**src/rtl/alu_seq_if.sv**
```systemverilog
// alu_seq_if: operand/op input handshake and result/flag output handshake
// for alu_seq. The master drives operations and accepts results; the slave is the ALU.
interface alu_seq_if #(
  parameter int WIDTH = 8
);
  logic             in_valid;
  logic             in_ready;
  logic [WIDTH-1:0] a;
  logic [WIDTH-1:0] b;
  logic [2:0]       op;
  logic             out_valid;
  logic             out_ready;
  logic [WIDTH-1:0] result;
  logic             flag_zero;
  logic             flag_carry;
  logic             flag_neg;
  logic             out_err;

  modport master (
    output in_valid, a, b, op, out_ready,
    input  in_ready, out_valid, result, flag_zero, flag_carry, flag_neg, out_err
  );

  modport slave (
    input  in_valid, a, b, op, out_ready,
    output in_ready, out_valid, result, flag_zero, flag_carry, flag_neg, out_err
  );
endinterface

```
**src/rtl/alu_seq.sv**
```systemverilog
// alu_seq: clocked ALU with valid/ready handshakes on both sides.
// Ops: 0 ADD, 1 SUB, 2 AND, 3 OR, 4 XOR, 5 SHL, 6 SHR, 7 MUL.
// Optional macro ALU_MUL_EN: when defined, op 7 is a WIDTH-cycle shift-add
// multiplier (EXEC state). When undefined, op 7 completes in one cycle with
// result 0 and out_err set.
module alu_seq #(
  parameter  int WIDTH = 8,
  localparam int SHW   = $clog2(WIDTH)
) (
  input logic      clk,
  input logic      rst,
  alu_seq_if.slave bus
);

`ifdef ALU_MUL_EN
  typedef enum logic [1:0] {IDLE = 2'd0, EXEC = 2'd1, DONE = 2'd2} state_t;
`else
  typedef enum logic {IDLE = 1'b0, DONE = 1'b1} state_t;
`endif

  state_t           state_q;
  logic             in_ready_q;
  logic             out_valid_q;
  logic [WIDTH-1:0] result_q;
  logic             zero_q;
  logic             carry_q;
  logic             neg_q;
  logic             err_q;

  // Single-cycle datapath: the extra top bit of each extended result
  // is the carry, borrow or shift-out bit.
  logic [SHW-1:0]   amt_d;
  logic [WIDTH:0]   add_d;
  logic [WIDTH:0]   sub_d;
  logic [WIDTH:0]   shl_d;
  logic [WIDTH:0]   shr_d;
  logic [WIDTH-1:0] res_d;
  logic             carry_d;
  logic             err_d;

  // Combinational result and carry for the one-cycle ops.
  always_comb begin
    amt_d   = bus.b[SHW-1:0];
    add_d   = {1'b0, bus.a} + {1'b0, bus.b};
    sub_d   = {1'b0, bus.a} - {1'b0, bus.b};
    shl_d   = {1'b0, bus.a} << amt_d;
    shr_d   = {bus.a, 1'b0} >> amt_d;
    res_d   = '0;
    carry_d = 1'b0;
    err_d   = 1'b0;
    case (bus.op)
      3'd0: {carry_d, res_d} = add_d;
      3'd1: {carry_d, res_d} = sub_d;
      3'd2: res_d = bus.a & bus.b;
      3'd3: res_d = bus.a | bus.b;
      3'd4: res_d = bus.a ^ bus.b;
      3'd5: {carry_d, res_d} = shl_d;
      3'd6: begin
        res_d   = shr_d[WIDTH:1];
        carry_d = shr_d[0];
      end
      // Op 7 only reaches this path when the multiplier is absent.
      default: err_d = 1'b1;
    endcase
  end

`ifdef ALU_MUL_EN
  // Multiplier state: prod_q holds {partial high half, remaining multiplier bits}.
  logic [2*WIDTH-1:0] prod_q;
  logic [WIDTH-1:0]   mcand_q;
  logic [SHW-1:0]     cnt_q;
  logic [WIDTH:0]     hi_sum_d;
  logic [2*WIDTH-1:0] prod_d;

  // One shift-add step: conditionally add the multiplicand into the high half, then shift right.
  always_comb begin
    hi_sum_d = {1'b0, prod_q[2*WIDTH-1:WIDTH]};
    if (prod_q[0]) begin
      hi_sum_d = hi_sum_d + {1'b0, mcand_q};
    end
    prod_d = {hi_sum_d, prod_q[WIDTH-1:1]};
  end
`endif

  // Control FSM with registered handshake outputs, result and flags.
  always_ff @(posedge clk) begin
    if (rst) begin
      state_q     <= IDLE;
      in_ready_q  <= 1'b1;
      out_valid_q <= 1'b0;
      result_q    <= '0;
      zero_q      <= 1'b0;
      carry_q     <= 1'b0;
      neg_q       <= 1'b0;
      err_q       <= 1'b0;
`ifdef ALU_MUL_EN
      prod_q      <= '0;
      mcand_q     <= '0;
      cnt_q       <= '0;
`endif
    end else begin
      case (state_q)
        IDLE: begin
          if (bus.in_valid) begin
            in_ready_q <= 1'b0;
`ifdef ALU_MUL_EN
            if (bus.op == 3'd7) begin
              state_q <= EXEC;
              prod_q  <= {{WIDTH{1'b0}}, bus.b};
              mcand_q <= bus.a;
              cnt_q   <= '0;
            end else
`endif
            begin
              state_q     <= DONE;
              out_valid_q <= 1'b1;
              result_q    <= res_d;
              zero_q      <= (res_d == '0);
              carry_q     <= carry_d;
              neg_q       <= res_d[WIDTH-1];
              err_q       <= err_d;
            end
          end
        end
`ifdef ALU_MUL_EN
        EXEC: begin
          prod_q <= prod_d;
          cnt_q  <= cnt_q + 1'b1;
          if (cnt_q == SHW'(WIDTH - 1)) begin
            state_q     <= DONE;
            out_valid_q <= 1'b1;
            result_q    <= prod_d[WIDTH-1:0];
            zero_q      <= (prod_d[WIDTH-1:0] == '0);
            carry_q     <= |prod_d[2*WIDTH-1:WIDTH];
            neg_q       <= prod_d[WIDTH-1];
            err_q       <= 1'b0;
          end
        end
`endif
        DONE: begin
          if (bus.out_ready) begin
            state_q     <= IDLE;
            out_valid_q <= 1'b0;
            in_ready_q  <= 1'b1;
          end
        end
        default: begin
          state_q     <= IDLE;
          out_valid_q <= 1'b0;
          in_ready_q  <= 1'b1;
        end
      endcase
    end
  end

  assign bus.in_ready   = in_ready_q;
  assign bus.out_valid  = out_valid_q;
  assign bus.result     = result_q;
  assign bus.flag_zero  = zero_q;
  assign bus.flag_carry = carry_q;
  assign bus.flag_neg   = neg_q;
  assign bus.out_err    = err_q;

endmodule

```
**src/flat_wrapper.sv**
```systemverilog
// flat-port wrapper written by rule: the top's interface ports become plain ports
module alu_seq_flat 
#(
  parameter  int WIDTH = 8,
  localparam int SHW   = $clog2(WIDTH)
)
  (clk, rst, bus_in_valid, bus_a, bus_b, bus_op, bus_out_ready, bus_in_ready, bus_out_valid, bus_result, bus_flag_zero, bus_flag_carry, bus_flag_neg, bus_out_err);
  alu_seq_if #(.WIDTH(WIDTH)) bus_i ();
  input logic clk;
  input logic rst;
  input wire logic [$bits(bus_i.in_valid)-1:0] bus_in_valid;
  input wire logic [$bits(bus_i.a)-1:0] bus_a;
  input wire logic [$bits(bus_i.b)-1:0] bus_b;
  input wire logic [$bits(bus_i.op)-1:0] bus_op;
  input wire logic [$bits(bus_i.out_ready)-1:0] bus_out_ready;
  output wire logic [$bits(bus_i.in_ready)-1:0] bus_in_ready;
  output wire logic [$bits(bus_i.out_valid)-1:0] bus_out_valid;
  output wire logic [$bits(bus_i.result)-1:0] bus_result;
  output wire logic [$bits(bus_i.flag_zero)-1:0] bus_flag_zero;
  output wire logic [$bits(bus_i.flag_carry)-1:0] bus_flag_carry;
  output wire logic [$bits(bus_i.flag_neg)-1:0] bus_flag_neg;
  output wire logic [$bits(bus_i.out_err)-1:0] bus_out_err;
  assign bus_i.in_valid = bus_in_valid;
  assign bus_i.a = bus_a;
  assign bus_i.b = bus_b;
  assign bus_i.op = bus_op;
  assign bus_i.out_ready = bus_out_ready;
  assign bus_in_ready = bus_i.in_ready;
  assign bus_out_valid = bus_i.out_valid;
  assign bus_result = bus_i.result;
  assign bus_flag_zero = bus_i.flag_zero;
  assign bus_flag_carry = bus_i.flag_carry;
  assign bus_flag_neg = bus_i.flag_neg;
  assign bus_out_err = bus_i.out_err;
  alu_seq #(.WIDTH(WIDTH)) u_core (.clk(clk), .rst(rst), .bus(bus_i));
endmodule
```
**config.mk**
```make
export PLATFORM = sky130hd
export DESIGN_NAME = alu_seq_flat
export DESIGN_NICKNAME = d
export VERILOG_FILES = /design/src/rtl/alu_seq_if.sv /design/src/rtl/alu_seq.sv /design/src/flat_wrapper.sv
export SDC_FILE = /design/constraint.sdc
export NUM_CORES = 1
export LEC_CHECK = 0
export ABC_AREA = 1
export CAP_MARGIN = 25
export CORE_MARGIN = 1
export CORE_UTILIZATION = 70
export CTS_CLUSTER_SIZE = 24
export DETAILED_ROUTE_END_ITERATION = 8
export DONT_BUFFER_PORTS = 1
export PLACE_DENSITY = 0.89
export SLEW_MARGIN = 15
export SYNTH_ARGS = -nofsm -noshare
export SYNTH_HDL_FRONTEND = slang
export SYNTH_SLANG_ARGS = --single-unit
```
**constraint.sdc**
```tcl
create_clock -name clk -period 5.45 [get_ports clk]
set_clock_uncertainty 0.05 [all_clocks]
set_input_delay 0.545 -clock clk [delete_from_list [all_inputs] [get_ports clk]]
set_output_delay 0.545 -clock clk [all_outputs]
set_load 0.02 [all_outputs]
```
==> out/qor.yml <==
floorplan:
  die_w_um: 59.72
  fp-row-count: 20
  core_area_mm2: 0.003103
  initial_core_util: 0.7516
  die-area_mm2: 0.003566
  io_pins: 37
  die_h_um: 59.72
worst_setup_path:
  worst-setup-path-type: "primary input to register"
  worst_ep_arrival_time_ns: 2.36
  end_kind: "register"
  crit_path_start_kind: "primary input"
  slowest_stage: "fa_1"
  critPathMostFrequentCell: "nand3_1"
  cp_data_required_time_ns: 5.60
  crit_chain: "ha_1 -> inv_1 -> fa_1 -> inv_1 -> nand3_1 -> nand2_1 -> nand2_1 -> nand3_1 -> nand3_1 -> nor2_2 -> nand2_1 -> nor2_1 -> nand3_1 -> a21oi_2"
  max_stage_delay_ns: 0.41
  critPathMaxFanout: 13
  reg2reg_depth: 9
clock_network:
  cts_setup_buffers: 0
  cts_max_path_buffers: 2
  cts_made_buffers: 3
  holdBufCountCts: 0
  root_buffer: "clkbuf_4"
  cts_tree: "built"
  cts_sinks: 14
  clock_latency_ns: 0.27
  cts-htree-levels: 1
  cts_resized: 0
  path_clk_slew_ns: 0.07
place:
  place_area_mm2: 0.002287
  gp_congestion: 1.022
  io_buffers: 0
  dp_hpwl_mm: 5.164
logic_synthesis:
  yosysTopAreaCell: "nand2_1"
  synth.distinct_cells: 33
  synthSimpleGateAreaFrac: 0.4791
  muxShareOfSynthArea: 0
  synth-seq-cells: 14
  synth_top_family_by_area: "simple AND/OR/NAND/NOR gates"
  synth_xor_area_frac: 0
  synth_fa_ha_area_frac: 0.1567
  syn_inst: 410
  yosys-top-cells-area: "nand2_1, nand3_1, ha_1, dfxtp_1, nor2_1"
  syn-mean-instance-area_um2: 5.688
  netlist_area_mm2: 0.002332
  synth_compound_area_frac: 0.1068
  netlist.area_leader.share: 0.1722
  yosys_warnings: 0
  syn_nets: 461
  ys_seq_area_frac: 0.1202
hold_path:
  hold_path_class: "primary input to register"
  hold_depth: 1
finish:
  fin_nets: 453
  area_delta_synth_final_pct: -0.9655
  final_common_cell: "nand2_1"
  fin_area_mm2: 0.002310
  drive_gt1_frac: 0.07750
  diodes: 0
  final_cell_mix: "nand2_1, nand3_1, nor2_1"
global_route:
  grt_pass1_wl_mm: 10.07
  track_usage: 0.3740
  grt_antenna_before_repair: 0
  first_global_vias: 2240
  grt_max_degree: 26
  grt-ovfl-total: 0
job:
  drv_cap: 0
sta:
  finalCriticalPeriod_ns: 2.209
  setup_viol: 0
  tns_ns: 0
  worstMarginPinSlew_ns: 0.4715
  slew_headroom: 0.6840
  drv_slew: 0
  finalCritPeriodShare: 0.4052
  timing.final.hold_violations: 0
  hold_ws_ns: 0.2824
  rsz0062_at_grt: "no"
  fmax_ghz: 0.4528
power_and_ir_drop:
  ir_worst_vdd_mv: 0.09040
  power_uw: 340.5
  p_leak_uw: 0.001243
  power_density_mw_per_mm2: 147.4
outcome:
  outcome: "finished clean"
drt:
  first_iter_violations: 315
  viasPerCell: 5.955
  ant_nets: 0
  drt_first_pass_iters: 6
  drc_errors: 0
  drt-total-wl_mm: 6.320
  drt-wirelength-per-cell_um: 14.23
  vias: 2644
## worst paths after layout
| path | endpoint | slack (ns) | from |
|---|---|---|---|
| hold / removal | u_core.bus.flag_zero$_SDFFE_PP0P_ | 0.28 | rst |
| setup reg to reg | u_core.bus.flag_zero$_SDFFE_PP0P_ | 3.74 | u_core.state_q$_SDFF_PP0_ |
| setup / recovery | u_core.bus.flag_zero$_SDFFE_PP0P_ | 3.24 | bus_b[0] |
| hold reg to reg | u_core.bus.in_ready$_SDFFE_PP1P_ | 0.46 | u_core.state_q$_SDFF_PP0_ |
## per-layer routing
layer | wire, um | track usage
met5 | 0 | 0
met4 | 184 | 0.1229
met3 | 819 | 0.06710
met2 | 2821 | 0.6095
met1 | 2493 | 0.4960
## cells in the mapped netlist
cell type,number
o211ai_2,1
a21o_1,1
or2_2,1
o21ai_2,1
inv_2,10
fa_1,2
inv_1,47
or2_4,1
a31oi_1,1
o211ai_1,3
nand4_1,9
dfxtp_1,14
a21oi_2,1
and2_1,1
a21oi_1,15
inv_4,1
buf_1,1
nand2_1,107
nor2_1,48
nor3_2,1
o21ai_0,16
o21ai_1,4
nor2_4,1
buf_4,7
nor2_2,4
buf_6,3
o21bai_1,1
nand3_1,72
nor3_1,2
nand3_2,1
ha_1,26
nand2_2,5
buf_2,2
## sequential cells by signal (all words and copies together) (netlist names)
register               flops
u_core.bus.out_valid       1
u_core.state_q             1
u_core.bus.flag_carry      1
u_core.bus.in_ready        1
u_core.bus.result          7
u_core.bus.out_err         1
u_core.bus.flag_neg        1
u_core.bus.flag_zero       1
## cell type report
class	instances	area (um^2)
tap	44	55.05
sequential	14	280.3
fill	300	793.3
clock buffer	3	22.52
inverter	58	220.2
multi-input combinational	325	1732
## per-stage QoR
| stage | setup WS (ns) | cells | utilization |
|---|---|---|---|
| after CTS | 3.268 | 444 | 0.7444 |
| after global routing | 3.042 | 444 | 0.7444 |
| after floorplan | 3.317 | 410 | - |
| after detailed placement | 3.022 | 441 | 0.7371 |
| final | 3.241 | 444 | 0.7444 |
| after global placement | 3.061 | 441 | 0.7371 |
## critical path, delay by kind of cell
family                     cells  cell delay [ns]
AOI/OAI and AO/OA              1             0.12
adders and majority gates      2             0.64
buffers and inverters          2             0.18
and+or+nand+nor                9             0.86
## logic make-up after synthesis
kind of cell | Yosys count
simple gates | 253
buf+inv | 71
compound gates | 44
fa+ha+maj | 28
flops | 14
## report_power, final
| group | switching, uW | internal, uW | total [uW] | leakage (uW) |
|---|---|---|---|---|
| clock network | 29.5 | 25.5 | 55.0 | 0.0000138 |
| logic | 106 | 54.0 | 160 | 0.00111 |
| registers | 15.1 | 110 | 125 | 0.000115 |
Note: power is estimated with default switching activity, not from simulation.
